File: src/rtl/player_crash_monitor.sv
// Player crash monitor: once per video frame, snapshots the player and AI car
// boxes and scans the cars one per cycle for a bounding-box overlap with the
// player. A hit raises a one-cycle crash_pulse and holds the player in a
// recovery window of RECOVER_FRAMES frames.
//
// Ports:
//   clk            system clock, all logic on posedge
//   reset          asynchronous active-high reset
//   frame_start    one-cycle pulse at the start of each video frame
//   player_state   player {img_id, x, y, width, height}, 11 bits each
//   ai_car_states  per-car {img_id, x, y, width, height}
//   crash_pulse    one-cycle pulse on a detected collision
//   crashed        high while recovering
//   speed_hold     request to force player speed to 0 (equals crashed)
//   hit_car_index  index of the last colliding car, held until next crash
//   scan_done      one-cycle pulse when a scan finishes with no hit
//   crash_count    (only with CRASH_COUNT_EN) saturating 8-bit crash count
//
// Optional feature macro: CRASH_COUNT_EN adds the crash_count output.

module player_crash_monitor #(
    parameter int NUM_CARS       = 4,
    parameter int RECOVER_FRAMES = 60
) (
    input  logic                             clk,
    input  logic                             reset,
    input  logic                             frame_start,
    input  logic [0:4][0:10]                 player_state,
    input  logic [0:NUM_CARS-1][0:4][0:10]   ai_car_states,
    output logic                             crash_pulse,
    output logic                             crashed,
    output logic                             speed_hold,
    output logic [2:0]                       hit_car_index,
    output logic                             scan_done
`ifdef CRASH_COUNT_EN
    ,
    output logic [7:0]                       crash_count
`endif
);

    typedef enum logic [1:0] {
        IDLE,
        SCAN,
        CRASH,
        RECOVER
    } state_t;

    state_t state_q, state_d;

    logic [2:0] idx_q, idx_d;
    logic [2:0] hit_q, hit_d;
    logic [7:0] cnt_q, cnt_d;
    logic       done_q, done_d;
    logic       snap_en;

    // Player img_id is not used for collision; only its geometry is kept.
    logic [1:4][0:10]               ply_q;
    logic [0:NUM_CARS-1][0:4][0:10] car_q;

    logic                           unused_ply_img;
    assign unused_ply_img = ^player_state[0];

    // ---------------------------------------------------------------
    // Car selected by the scan index
    // ---------------------------------------------------------------
    logic [0:4][0:10] cur;

    always_comb begin
        cur = '0;
        for (int k = 0; k < NUM_CARS; k++) begin
            if (idx_q == 3'(k)) begin
                cur = car_q[k];
            end
        end
    end

    // ---------------------------------------------------------------
    // Overlap test; 12-bit sums so x+w can never wrap
    // ---------------------------------------------------------------
    logic [11:0] px, py, pw, ph;
    logic [11:0] cx, cy, cw, ch;
    logic        cur_active;
    logic        overlap;
    logic        last_car;

    assign px = {1'b0, ply_q[1]};
    assign py = {1'b0, ply_q[2]};
    assign pw = {1'b0, ply_q[3]};
    assign ph = {1'b0, ply_q[4]};
    assign cx = {1'b0, cur[1]};
    assign cy = {1'b0, cur[2]};
    assign cw = {1'b0, cur[3]};
    assign ch = {1'b0, cur[4]};

    assign cur_active = (cur[0] != 11'd0);

    assign overlap = cur_active
                   && (px < cx + cw)
                   && (cx < px + pw)
                   && (py < cy + ch)
                   && (cy < py + ph);

    assign last_car = (idx_q == 3'(NUM_CARS - 1));

    // ---------------------------------------------------------------
    // State register
    // ---------------------------------------------------------------
    always_ff @(posedge clk or posedge reset) begin
        if (reset) begin
            state_q <= IDLE;
        end else begin
            state_q <= state_d;
        end
    end

    // ---------------------------------------------------------------
    // Next-state and datapath control
    // ---------------------------------------------------------------
    always_comb begin
        state_d = state_q;
        idx_d   = idx_q;
        hit_d   = hit_q;
        cnt_d   = cnt_q;
        done_d  = 1'b0;
        snap_en = 1'b0;

        unique case (state_q)
            IDLE: begin
                if (frame_start) begin
                    state_d = SCAN;
                    idx_d   = 3'd0;
                    snap_en = 1'b1;
                end
            end
            SCAN: begin
                // A new frame wins over the compare in flight.
                if (frame_start) begin
                    idx_d   = 3'd0;
                    snap_en = 1'b1;
                end else if (overlap) begin
                    state_d = CRASH;
                    hit_d   = idx_q;
                end else if (last_car) begin
                    state_d = IDLE;
                    done_d  = 1'b1;
                end else begin
                    idx_d = idx_q + 3'd1;
                end
            end
            CRASH: begin
                state_d = RECOVER;
                cnt_d   = 8'(RECOVER_FRAMES);
            end
            RECOVER: begin
                if (frame_start) begin
                    cnt_d = cnt_q - 8'd1;
                    if (cnt_q <= 8'd1) begin
                        state_d = IDLE;
                        cnt_d   = 8'd0;
                    end
                end
            end
            default: begin
                state_d = IDLE;
            end
        endcase
    end

    // ---------------------------------------------------------------
    // Datapath registers
    // ---------------------------------------------------------------
    always_ff @(posedge clk or posedge reset) begin
        if (reset) begin
            idx_q  <= 3'd0;
            hit_q  <= 3'd0;
            cnt_q  <= 8'd0;
            done_q <= 1'b0;
            ply_q  <= '0;
            car_q  <= '0;
        end else begin
            idx_q  <= idx_d;
            hit_q  <= hit_d;
            cnt_q  <= cnt_d;
            done_q <= done_d;
            if (snap_en) begin
                ply_q <= player_state[1:4];
                car_q <= ai_car_states;
            end
        end
    end

    // ---------------------------------------------------------------
    // Outputs
    // ---------------------------------------------------------------
    always_comb begin
        crash_pulse   = (state_q == CRASH);
        crashed       = (state_q == RECOVER);
        speed_hold    = (state_q == RECOVER);
        hit_car_index = hit_q;
        scan_done     = done_q;
    end

`ifdef CRASH_COUNT_EN
    logic [7:0] ccnt_q, ccnt_d;

    always_comb begin
        ccnt_d = ccnt_q;
        if (state_q == CRASH && ccnt_q != 8'hFF) begin
            ccnt_d = ccnt_q + 8'd1;
        end
    end

    always_ff @(posedge clk or posedge reset) begin
        if (reset) begin
            ccnt_q <= 8'd0;
        end else begin
            ccnt_q <= ccnt_d;
        end
    end

    assign crash_count = ccnt_q;
`endif

endmodule

File: config.mk
export PLATFORM = sky130hd
export DESIGN_NAME = player_crash_monitor
export DESIGN_NICKNAME = d
export VERILOG_FILES = /design/src/rtl/player_crash_monitor.sv
export SDC_FILE = /design/constraint.sdc
export NUM_CORES = 1
export LEC_CHECK = 0
export ABC_AREA = 1
export CAP_MARGIN = 5
export CORE_ASPECT_RATIO = 2
export CORE_MARGIN = 5
export CORE_UTILIZATION = 30
export DETAILED_ROUTE_END_ITERATION = 7
export GPL_ROUTABILITY_DRIVEN = 0
export MAX_ROUTING_LAYER = met4
export PLACE_DENSITY = 0.52
export RECOVER_POWER = 100
export SYNTH_ARGS = -nofsm -noshare
export SYNTH_HDL_FRONTEND = slang
export SYNTH_SLANG_ARGS = --single-unit
File: constraint.sdc
create_clock -name clk -period 13.02 [get_ports clk]
set_clock_uncertainty 0.05 [all_clocks]
set_input_delay 2.604 -clock clk [delete_from_list [all_inputs] [get_ports clk]]
set_output_delay 2.604 -clock clk [all_outputs]
set_load 0.1 [all_outputs]
==> metrics.md <==
| Metric | Value |
|---|---|
| Violated checks | max-capacitance violations, max-slew violations |
| Post-Synth XOR/XNOR Area | 2.20% |
| Async S/R FF share, synth | 100% |
| Leakage power | 8.73 nW |
| Number of synthesized flops with an enable pin | 0 |
| Most frequent cells in the layout | dfrtp_1, clkdlybuf4s50_1, mux2_2 |
| Tmin final | 8.68 ns |
| Post-Synth Simple-Gate Area | 9.41% |
| Slowest cell on crit path | clkbuf_1 |
| Worst Path Buf+Inv | 5 |
| Yosys cell types | 40 |
| Number of synthesis warnings | 0 |
| Detailed Route Iter0 Violations | 505 |
| TritonCTS clock tree | done |
| Routed WL per cell | 19.0 um |
| CTS H-tree lvls | 1 |
| GRT Residual Overflow | 0 |
| Post-Synthesis Cells | 1,398 |
| Final hold vios | 0 |
| Die span in x | 167 um |
| Commonest non-fill, non-tap cell in the layout | dfrtp_1 |
| Mean Syn Cell Area | 10.5 um2 |
| Max clock buf depth | 3 |
| RSZ-0062 raised after global routing | false |
| CP Launch Type | register |
| Comb power frac | 53.6% |
| Clock power share | 16.9% |
| Synthesized flop and latch total | 281 |
| Cts hold-fix bufs | 0 |
| Post-synth top area share | 47.7% |
| Post-Route WL | 44,500 um |
| Worst skew pair latency | 0.56 ns |
| Internal power | 2.99 mW |
| Headroom to the max-slew limit | -282% |
| Cell Rows | 115 |
| Hpwl dp | 33,400 um |
| CP top delay family | buffers and inverters |
| Register share of total power | 29.6% |
| Clk pin slew, worst setup/hold paths | 0.06 ns |
| Die area | 0.0539 mm2 |
| Synthesized cell area | 0.0147 mm2 |
| Main combinational cell family by area after synthesis | multiplexers |
| Port bufs | 273 |
| Synth Flop Type | dfrtp_1 |
| Sw frac | 41.6% |
| Post-synthesis mux area share | 17.2% |
| CTS Root Cell | clkbuf_16 |
| Seq/Total Area, Yosys | 47.7% |
| Req. time, crit path | 13.40 ns |
| Vias | 11,000 |
| Synth Area in Adders | 8.28% |
| Aggregate global-route resource usage | 16.8% |
| Vias in the first global route | 11,500 |
| Worst-Margin Slew | 5.70 ns |
| DRT antenna net count | 0 |
| Run status | finished with violations |
| Worst path max stage delay | 1.79 ns |
| DR pass1 iterations | 4 |
| Largest net degree at the start of global routing | 126 |
| Sw Pwr | 2.13 mW |
| Setup TNS | 0 ns |
| Crit path max fanout | 48 |
| I/O pins | 285 |
| First-pass GRT wire length | 68,900 um |
| CTS resizes | 0 |
| VDD IR max | 0.000139 V |
| Vias per cell | 4.70 |
| Syn Nets | 1,771 |
| Setup bufs post-CTS | 0 |
| HP Class | register to register |
| Syn-to-layout area delta | 29.7% |
| Post-layout util | 39.0% |
| Filler Cell Count | 4,969 |
| F_max | 0.115 GHz |
| Clock Sinks | 281 |
| Area leader, netlist | dfrtp_1 |
| Core Area | 0.0489 mm2 |
| Die height | 323 um |
| Synth Area in Compound Gates | 10.4% |
| Slew Limit Fails | 373 |
| Kind of critical path | register to register |
| PwrDens | 268 mW/mm2 |
| Final Cycle Share | 66.7% |
| DRC errors left | 0 |
| Number of buffers created by CTS | 29 |
| Synth top area cells | dfrtp_1, mux2_2, ha_1 |
| CP endpoint kind | register |
| Max-cap violations | 5 |
| WP data arrival | 9.06 ns |
| Share of layout cells above drive strength 1 | 16.9% |
| # setup viols final | 0 |
| Starting Density | 30.1% |
| Post-layout nets | 2,027 |
| Initial antenna violation count | 17 |
-- cells by family (layout without fill, tap and decap cells) --
logic type | count (synthesis) | count (layout)
simple gates | 335 | 335
other cells | 0 | 17
mux | 225 | 225
compound gates | 246 | 246
buf+inv | 179 | 457
xor+xnor | 37 | 37
flops | 281 | 281
fa+ha+maj | 95 | 95
-- flip-flops by register name, summed over array words and instances, names as in the netlist, named ones only --
register and flops:
scan_done 1, ph 11, idx_q 3, ply_q 33, hit_car_index 3, car_q 220
cnt_q 8, state_q 1
-- synthesized netlist by cell type, types with 24 or more instances --
cell type / instances
nand3_1: 40
inv_1: 116
nand2_1: 154
clkbuf_1: 33
nor2_1: 108
dfrtp_1: 281
o21ai_0: 40
a221oi_1: 42
ha_1: 91
mux2_2: 225
o22ai_1: 24
a21oi_1: 93
-- power groups by stage --
stage	sequential, mW	combinational, mW	clock, mW
2_1_floorplan	1.44	2.06	0
3_3_place_gp	1.52	2.73	0
3_5_place_dp	1.53	2.78	0
4_1_cts	1.52	2.80	0.902
5_1_grt	1.57	3.14	0.930
6_report	1.51	2.74	0.866
-- metal layers --
metal | routed length (um) | share of wire (%) | GRT usage, % | up-vias
met5 | 0 | 0 | - | -
met4 | 894 | 2.0 | 3.69 | 0
met3 | 4150 | 9.3 | 6.43 | 42
met2 | 19100 | 43 | 25.0 | 299
met1 | 20400 | 46 | 22.0 | 5213
li1 | - | - | - | 5422
-- stage by stage --
step	instances	power, mW	hold slack [ns]	instance area, um2	setup WS, ns
final	2336	5.12	0.437	19100	4.34
after global routing	2336	5.63	0.463	19100	3.42
after CTS	2319	5.21	0.447	19100	6.74
after detailed placement	2266	4.31	0.431	18100	6.78
after global placement	2266	4.25	0.426	18100	6.80
after floorplan	1398	3.50	0.424	14700	2.62
-- cell type report --
| cell class | count | area (um2) | share of cell area [%] |
|---|---|---|---|
| multi-input cells | 938 | 7000 | 36.6 |
| clock buffers | 43 | 808 | 4.23 |
| repair buffers | 286 | 2820 | 14.7 |
| diodes | 17 | 42.5 | 0.223 |
| inverters | 118 | 444 | 2.33 |
| well taps | 643 | 805 | 4.21 |
| clock inverters | 10 | 158 | 0.825 |
| flip-flops and latches | 281 | 7030 | 36.8 |
-- path summary, 6_finish.rpt --
kind / end / slack (ns) / from / cells past startpoint
setup / recovery: hit_car_index[2] / 4.34 / idx_q[0] / 27
hold / removal: hit_car_index[1] / 0.44 / hit_car_index[1] / 2
setup reg to reg: hit_car_index[2] / 4.34 / idx_q[0] / 27
hold reg to reg: hit_car_index[1] / 0.44 / hit_car_index[1] / 2
max in group asynchronous: car_q[169] / 6.13 / reset / 3
min in group asynchronous: car_q[106] / 4.22 / reset / 2
-- worst reg2reg max path, cell delays in order, from the launching register on --
cell and delay (ns):
dfrtp_1 0.40, inv_1 0.11, ha_1 0.22, nand2_2 0.06, clkbuf_1 1.79, clkinv_1 0.25
clkbuf_1 0.95, a221oi_1 0.90, o22ai_1 0.36, fa_1 0.52, nand2_1 0.08, nand2_1 0.06
a21oi_1 0.20, o21ai_0 0.16, a21o_1 0.19, a21oi_1 0.20, o21bai_1 0.10, a21oi_1 0.16
xor2_1 0.18, ha_1 0.25, inv_1 0.05, nor2_1 0.05, o21ai_0 0.08, nand3_1 0.12
nor2_1 0.37, nand4_1 0.43, nand2_1 0.16, o21ai_0 0.09
Note: power is estimated with default switching activity, not from simulation.
